**src/rtl/snn_pkg.sv**
```systemverilog
// Shared definitions for the SNN front end: loader FSM states and pixel geometry.
package snn_pkg;

    localparam int unsigned NUM_PIXELS_DEF = 784;
    localparam int unsigned PIX_ADDR_W     = 10;

    typedef enum logic [2:0] {
        StLoad,
        StUnpack,
        StStart,
        StWaitDone,
        StSend
    } loader_state_e;

endpackage

```
**src/rtl/snn_input_loader.sv**
```systemverilog
// Unpacks UART bytes into a 1-bit pixel RAM, starts the SNN core and returns its digit.
// Optional inter-byte idle timeout is enabled by defining SNN_LOADER_TIMEOUT_EN.
module snn_input_loader
    import snn_pkg::*;
#(
    parameter int unsigned NUM_PIXELS     = NUM_PIXELS_DEF,
    parameter int unsigned TIMEOUT_CYCLES = 500000
) (
    input  logic                  clk,
    input  logic                  rst_n,
    input  logic                  rx_rdy,
    input  logic [7:0]            rx_data,
    output logic                  ram_we,
    output logic [PIX_ADDR_W-1:0] ram_addr,
    output logic                  ram_data,
    output logic                  core_start,
    input  logic                  core_done,
    input  logic [3:0]            core_digit,
    output logic                  tx_start,
    output logic [7:0]            tx_data,
    input  logic                  tx_busy,
    output logic                  busy,
    output logic                  frame_err
);

    if ((NUM_PIXELS % 8) != 0 || NUM_PIXELS == 0 || NUM_PIXELS > (1 << PIX_ADDR_W)
        || TIMEOUT_CYCLES == 0) begin : g_param_check
        $error("snn_input_loader: invalid NUM_PIXELS or TIMEOUT_CYCLES");
    end

    localparam logic [PIX_ADDR_W-1:0] LastPix = PIX_ADDR_W'(NUM_PIXELS - 1);

    loader_state_e         state_q, state_d;
    logic [PIX_ADDR_W-1:0] pixel_cnt_q, pixel_cnt_d;
    logic [2:0]            bit_idx_q, bit_idx_d;
    logic [7:0]            shift_q, shift_d;
    logic [3:0]            digit_q, digit_d;
    logic                  tmo_expire;

`ifdef SNN_LOADER_TIMEOUT_EN
    localparam int unsigned TmoW = $clog2(TIMEOUT_CYCLES + 1);

    logic [TmoW-1:0] tmo_q, tmo_d;
    logic            frame_err_q;
    logic            partial;

    // Only a started frame sitting in LOAD can time out.
    assign partial    = (state_q == StLoad) && (pixel_cnt_q != '0);
    assign tmo_expire = partial && (tmo_q == TmoW'(TIMEOUT_CYCLES - 1));
    assign tmo_d      = (partial && !rx_rdy && !tmo_expire) ? tmo_q + 1'b1 : '0;
    assign frame_err  = frame_err_q;

    always_ff @(posedge clk or negedge rst_n) begin
        if (!rst_n) begin
            tmo_q       <= '0;
            frame_err_q <= 1'b0;
        end else begin
            tmo_q       <= tmo_d;
            frame_err_q <= tmo_expire;
        end
    end
`else
    assign tmo_expire = 1'b0;
    assign frame_err  = 1'b0;
`endif

    always_ff @(posedge clk or negedge rst_n) begin
        if (!rst_n) begin
            state_q     <= StLoad;
            pixel_cnt_q <= '0;
            bit_idx_q   <= '0;
            shift_q     <= '0;
            digit_q     <= '0;
        end else begin
            state_q     <= state_d;
            pixel_cnt_q <= pixel_cnt_d;
            bit_idx_q   <= bit_idx_d;
            shift_q     <= shift_d;
            digit_q     <= digit_d;
        end
    end

    always_comb begin
        state_d     = state_q;
        pixel_cnt_d = pixel_cnt_q;
        bit_idx_d   = bit_idx_q;
        shift_d     = shift_q;
        digit_d     = digit_q;
        ram_we      = 1'b0;
        ram_addr    = '0;
        ram_data    = 1'b0;
        core_start  = 1'b0;
        tx_start    = 1'b0;

        unique case (state_q)
            StLoad: begin
                // A coincident byte still lands, but as pixel 0 of a fresh frame.
                if (tmo_expire) begin
                    pixel_cnt_d = '0;
                end
                if (rx_rdy) begin
                    shift_d   = rx_data;
                    bit_idx_d = '0;
                    state_d   = StUnpack;
                end
            end
            StUnpack: begin
                ram_we      = 1'b1;
                ram_addr    = pixel_cnt_q;
                ram_data    = shift_q[0];
                shift_d     = {1'b0, shift_q[7:1]};
                pixel_cnt_d = pixel_cnt_q + 1'b1;
                bit_idx_d   = bit_idx_q + 1'b1;
                if (bit_idx_q == 3'd7) begin
                    state_d = (pixel_cnt_q == LastPix) ? StStart : StLoad;
                end
            end
            StStart: begin
                core_start  = 1'b1;
                pixel_cnt_d = '0;
                state_d     = StWaitDone;
            end
            StWaitDone: begin
                if (core_done) begin
                    digit_d = core_digit;
                    state_d = StSend;
                end
            end
            StSend: begin
                if (!tx_busy) begin
                    tx_start = 1'b1;
                    state_d  = StLoad;
                end
            end
            default: state_d = StLoad;
        endcase
    end

    assign tx_data = {4'h0, digit_q};
    assign busy    = (state_q != StLoad);

endmodule
```
**config.mk**
```make
export PLATFORM = sky130hd
export DESIGN_NAME = snn_input_loader
export DESIGN_NICKNAME = d
export VERILOG_FILES = /design/src/rtl/snn_pkg.sv /design/src/rtl/snn_input_loader.sv
export SDC_FILE = /design/constraint.sdc
export NUM_CORES = 1
export LEC_CHECK = 0
export ABC_AREA = 1
export CAP_MARGIN = 20
export CORE_AREA = 2 2 61 63
export CTS_BUF_LIST = sky130_fd_sc_hd__clkbuf_8
export CTS_CLUSTER_DIAMETER = 80
export DETAILED_ROUTE_END_ITERATION = 12
export DIE_AREA = 0 0 63 65
export PLACE_DENSITY = 0.76
export SLEW_MARGIN = 20
export SYNTH_ARGS = -nofsm -noshare
export SYNTH_HDL_FRONTEND = slang
export SYNTH_SLANG_ARGS = --single-unit
export TNS_END_PERCENT = 5
```
**constraint.sdc**
```tcl
create_clock -name clk -period 1.63 [get_ports clk]
set_input_delay 0.2445 -clock clk [delete_from_list [all_inputs] [get_ports clk]]
set_output_delay 0.2445 -clock clk [all_outputs]
set_load 0.05 [all_outputs]
```
==> flow_results.xml <==
<?xml version="1.0" encoding="UTF-8"?>
<metrics>
  <group name="synthesis">
    <metric name="synth_cells" unit="">196</metric>
    <metric name="netlist-cell-type-count" unit="">25</metric>
    <metric name="yosys.area.top_type_share" unit="%">46.6</metric>
    <metric name="postSynthRegisterBits" unit="">28</metric>
    <metric name="synth_enable_flop_cells" unit="">0</metric>
    <metric name="synthTopCellsByCount" unit="">sky130_fd_sc_hd__nand2_1 (48), sky130_fd_sc_hd__dfrtp_1 (28), sky130_fd_sc_hd__inv_1 (25)</metric>
    <metric name="yosysMostFrequentCell" unit="">sky130_fd_sc_hd__nand2_1</metric>
    <metric name="synth_top_cells_by_area" unit="">sky130_fd_sc_hd__dfrtp_1 (47%), sky130_fd_sc_hd__nand2_1 (12%), sky130_fd_sc_hd__inv_1 (6.2%), sky130_fd_sc_hd__nor2_1 (5.7%), sky130_fd_sc_hd__nand3_1 (5.0%)</metric>
    <metric name="synth.yosys.seq_area_share" unit="%">46.6</metric>
    <metric name="synth-async-reset-ratio" unit="%">100</metric>
    <metric name="post-synth-top-area-cell" unit="">sky130_fd_sc_hd__dfrtp_1</metric>
    <metric name="total_number_of_yosys_warnings" unit="">0</metric>
    <metric name="mappedNetlistArea" unit="um^2">1500</metric>
    <metric name="postSynth.topFlopCell" unit="">sky130_fd_sc_hd__dfrtp_1</metric>
    <metric name="postSynthAreaPerCell" unit="um^2">7.67</metric>
  </group>
  <group name="grt">
    <metric name="gr-total-overflow" unit="">0</metric>
    <metric name="first_pass_grt_wire_length" unit="mm">5.46</metric>
    <metric name="largest_net_degree_at_the_start_of_global_routing" unit="">29</metric>
    <metric name="grt_antenna_before_repair" unit="">0</metric>
    <metric name="overall_global_routing_resource_usage" unit="%">17.1</metric>
    <metric name="via_count_of_the_first_global_routing_pass" unit="">1294</metric>
  </group>
  <group name="cts">
    <metric name="h-tree-depth" unit="">1</metric>
    <metric name="cts.reportedPaths.clkPinSlew" unit="ns">0.10</metric>
    <metric name="clock_latency_on_the_worst_skew_pair" unit="ns">0.28</metric>
    <metric name="ctsHoldBuffers" unit="">0</metric>
    <metric name="cell_at_the_root_of_the_clock_tree" unit="">sky130_fd_sc_hd__clkbuf_8</metric>
    <metric name="tritoncts" unit="">done</metric>
    <metric name="clock_tree_buffer_depth" unit="">2</metric>
    <metric name="total_clock_buffers_created_by_cts" unit="">3</metric>
    <metric name="cts.sink_count" unit="">28</metric>
  </group>
  <group name="final_layout">
    <metric name="finish.net_count" unit="">267</metric>
    <metric name="multiInputGateArea" unit="um^2">718</metric>
    <metric name="areaGrowthSynthToFinish" unit="%">52.9</metric>
    <metric name="final_layout_size_suffix_gt1_share" unit="%">24.4</metric>
    <metric name="final_cell_area" unit="um^2">2300</metric>
    <metric name="finalNonFillerCells" unit="">294</metric>
    <metric name="n_fill_cell" unit="">295</metric>
    <metric name="sequential_cell_area" unit="um^2">702</metric>
    <metric name="final_core_util" unit="%">65.7</metric>
    <metric name="number_of_inserted_diodes" unit="">0</metric>
  </group>
  <group name="critical_path">
    <metric name="kind_of_end_point_of_the_critical_path" unit="">output pin</metric>
    <metric name="cpMostUsedCell" unit="">sky130_fd_sc_hd__nor2_4</metric>
    <metric name="critPathLaunchType" unit="">flop</metric>
    <metric name="cp.required" unit="ns">1.39</metric>
    <metric name="arrival" unit="ns">1.38</metric>
    <metric name="slowest_delay" unit="ns">0.42</metric>
    <metric name="critical_path.cell_chain" unit="">nor2_4 -&gt; nand2_8 -&gt; buf_8 -&gt; nor2_4 -&gt; buf_12</metric>
    <metric name="crit_path_top_delay_cell" unit="">sky130_fd_sc_hd__dfrtp_1</metric>
    <metric name="crit_path_max_fanout" unit="">8</metric>
    <metric name="critical-path-top-delay-family" unit="">flip-flops</metric>
    <metric name="timing.critical_path.buf_inv" unit="">2</metric>
    <metric name="criticalPathCategory" unit="">flop to output pin</metric>
  </group>
  <group name="pwr">
    <metric name="ir_worst_vdd" unit="mV">0.895</metric>
    <metric name="design_power_total" unit="mW">3.47</metric>
    <metric name="cellLeakagePower" unit="nW">1.12</metric>
    <metric name="p_per_area" unit="nW/um^2">1510</metric>
  </group>
  <group name="run_status">
    <metric name="status" unit="">completed</metric>
  </group>
  <group name="timing">
    <metric name="final.hold.worst_slack" unit="ns">0.338</metric>
    <metric name="final-setup-viol-count" unit="">0</metric>
    <metric name="final_critical_path_setup_slack" unit="ns">0.00484</metric>
    <metric name="min_period" unit="ns">1.63</metric>
    <metric name="final.setup_skew" unit="ns">0.00361</metric>
    <metric name="fmaxAchievable" unit="MHz">615</metric>
    <metric name="drv_slew" unit="">0</metric>
    <metric name="timing_hold_violations_final" unit="">0</metric>
    <metric name="finalCritPeriodShare" unit="%">99.7</metric>
    <metric name="rsz0062_at_grt" unit="">yes</metric>
    <metric name="setup_total_negative_slack" unit="ns">0</metric>
  </group>
  <group name="die">
    <metric name="row_count" unit="">22</metric>
    <metric name="die_width" unit="um">63</metric>
    <metric name="design.portCount" unit="">41</metric>
    <metric name="floorplan.die_area" unit="um^2">4100</metric>
    <metric name="core_region_area" unit="um^2">3500</metric>
    <metric name="die_height" unit="um">65</metric>
    <metric name="initial_core_util" unit="%">43.0</metric>
  </group>
  <group name="routing">
    <metric name="drt_iter0_drc" unit="">63</metric>
    <metric name="drcViolationCount" unit="">0</metric>
    <metric name="route.antenna.remaining_nets" unit="">0</metric>
    <metric name="post_drt_via_cell_ratio" unit="">4.72</metric>
    <metric name="firstDrtPassIters" unit="">4</metric>
    <metric name="postRouteWirelength" unit="mm">3.21</metric>
    <metric name="vias" unit="">1388</metric>
    <metric name="drt-wirelength-per-cell" unit="um">10.9</metric>
  </group>
  <group name="placed_design">
    <metric name="port_buffers" unit="">35</metric>
    <metric name="dp_worst_setup_slack" unit="ns">0.164</metric>
    <metric name="post-dp-hpwl" unit="mm">2.36</metric>
    <metric name="dpl_cell_area" unit="um^2">2100</metric>
    <metric name="gp_congestion" unit="">0.894</metric>
    <metric name="dp_cells" unit="">283</metric>
  </group>
  <group name="worst_hold_path">
    <metric name="min_path_type" unit="">primary input to async pin</metric>
  </group>
  <group name="flow_run">
    <metric name="cap_viol_max_count" unit="">0</metric>
  </group>
</metrics>
## kinds of logic after synthesis
kind of cell / Yosys count / share of synthesized area, %
AO/OA/AOI/OAI: 34 / 12.9
adder cells (fa/ha/maj): 3 / 2.50
buffers and inverters: 36 / 11.0
flip-flops: 28 / 46.6
other: 1 / 0.250
AND/OR/NAND/NOR: 94 / 26.7
## where the power goes
group	switching [mW]	internal (mW)
clock network	0.225	0.330
registers	0.144	0.896
logic	1.01	0.865
total	1.38	2.09
## cell type report
cell class / count / share of cell area, %
clock buffers: 3 / 1.80
well taps: 48 / 2.61
multi-input cells: 136 / 31.3
flip-flops and latches: 28 / 30.6
clock inverters: 1 / 1.31
inverters: 26 / 4.36
repair buffers: 52 / 28.1
## what timing repair did
action,in CTS,in global routing
setup buffers,3,4
endpoints found under the setup margin,12,14
resized for setup,13,10
pin swaps,3,3
## flip-flops by register name, summed over array words and instances, names as in the netlist
signal	flops
bit_idx_q	3
shift_q	8
state_q	3
digit_q	4
pixel_cnt_q	10
## placed cells by master, fill, tap and decap left out, types with 4 or more instances in the layout
cell and n:
sky130_fd_sc_hd__nand2_1 47, sky130_fd_sc_hd__dfrtp_1 27, sky130_fd_sc_hd__inv_1 20, sky130_fd_sc_hd__nor2_1 20
sky130_fd_sc_hd__buf_4 17, sky130_fd_sc_hd__clkdlybuf4s50_1 16, sky130_fd_sc_hd__buf_12 16, sky130_fd_sc_hd__o21ai_1 14
sky130_fd_sc_hd__nand3_1 13, sky130_fd_sc_hd__a21oi_1 7, sky130_fd_sc_hd__inv_2 5, sky130_fd_sc_hd__o21ai_0 5
sky130_fd_sc_hd__conb_1 5, sky130_fd_sc_hd__o22ai_1 4
## worst paths after layout
kind                                   startpoint                          to  slack (ns)  depth (start not counted)
max in group asynchronous                   rst_n      state_q[0]$_DFFE_PN0P_        1.00                          2
setup / recovery           state_q[2]$_DFFE_PN0P_                 ram_addr[4]       0.005                          5
hold / removal                              rst_n  pixel_cnt_q[3]$_DFFE_PN0P_        0.34                          2
hold reg to reg            digit_q[2]$_DFFE_PN0P_      digit_q[2]$_DFFE_PN0P_        0.48                          2
setup reg to reg           state_q[2]$_DFFE_PN0P_  pixel_cnt_q[3]$_DFFE_PN0P_        0.08                          8
min in group clk           digit_q[2]$_DFFE_PN0P_      digit_q[2]$_DFFE_PN0P_        0.48                          2
## layer usage
layer | vias up | track usage, % | wire length, um
li1 | 722 | - | -
met1 | 630 | 21.0 | 1480
met2 | 31 | 29.0 | 1540
met3 | 5 | 3.13 | 131
met4 | 0 | 8.61 | 62
met5 | - | 0 | 0
Power figures use the tool's default switching activity.
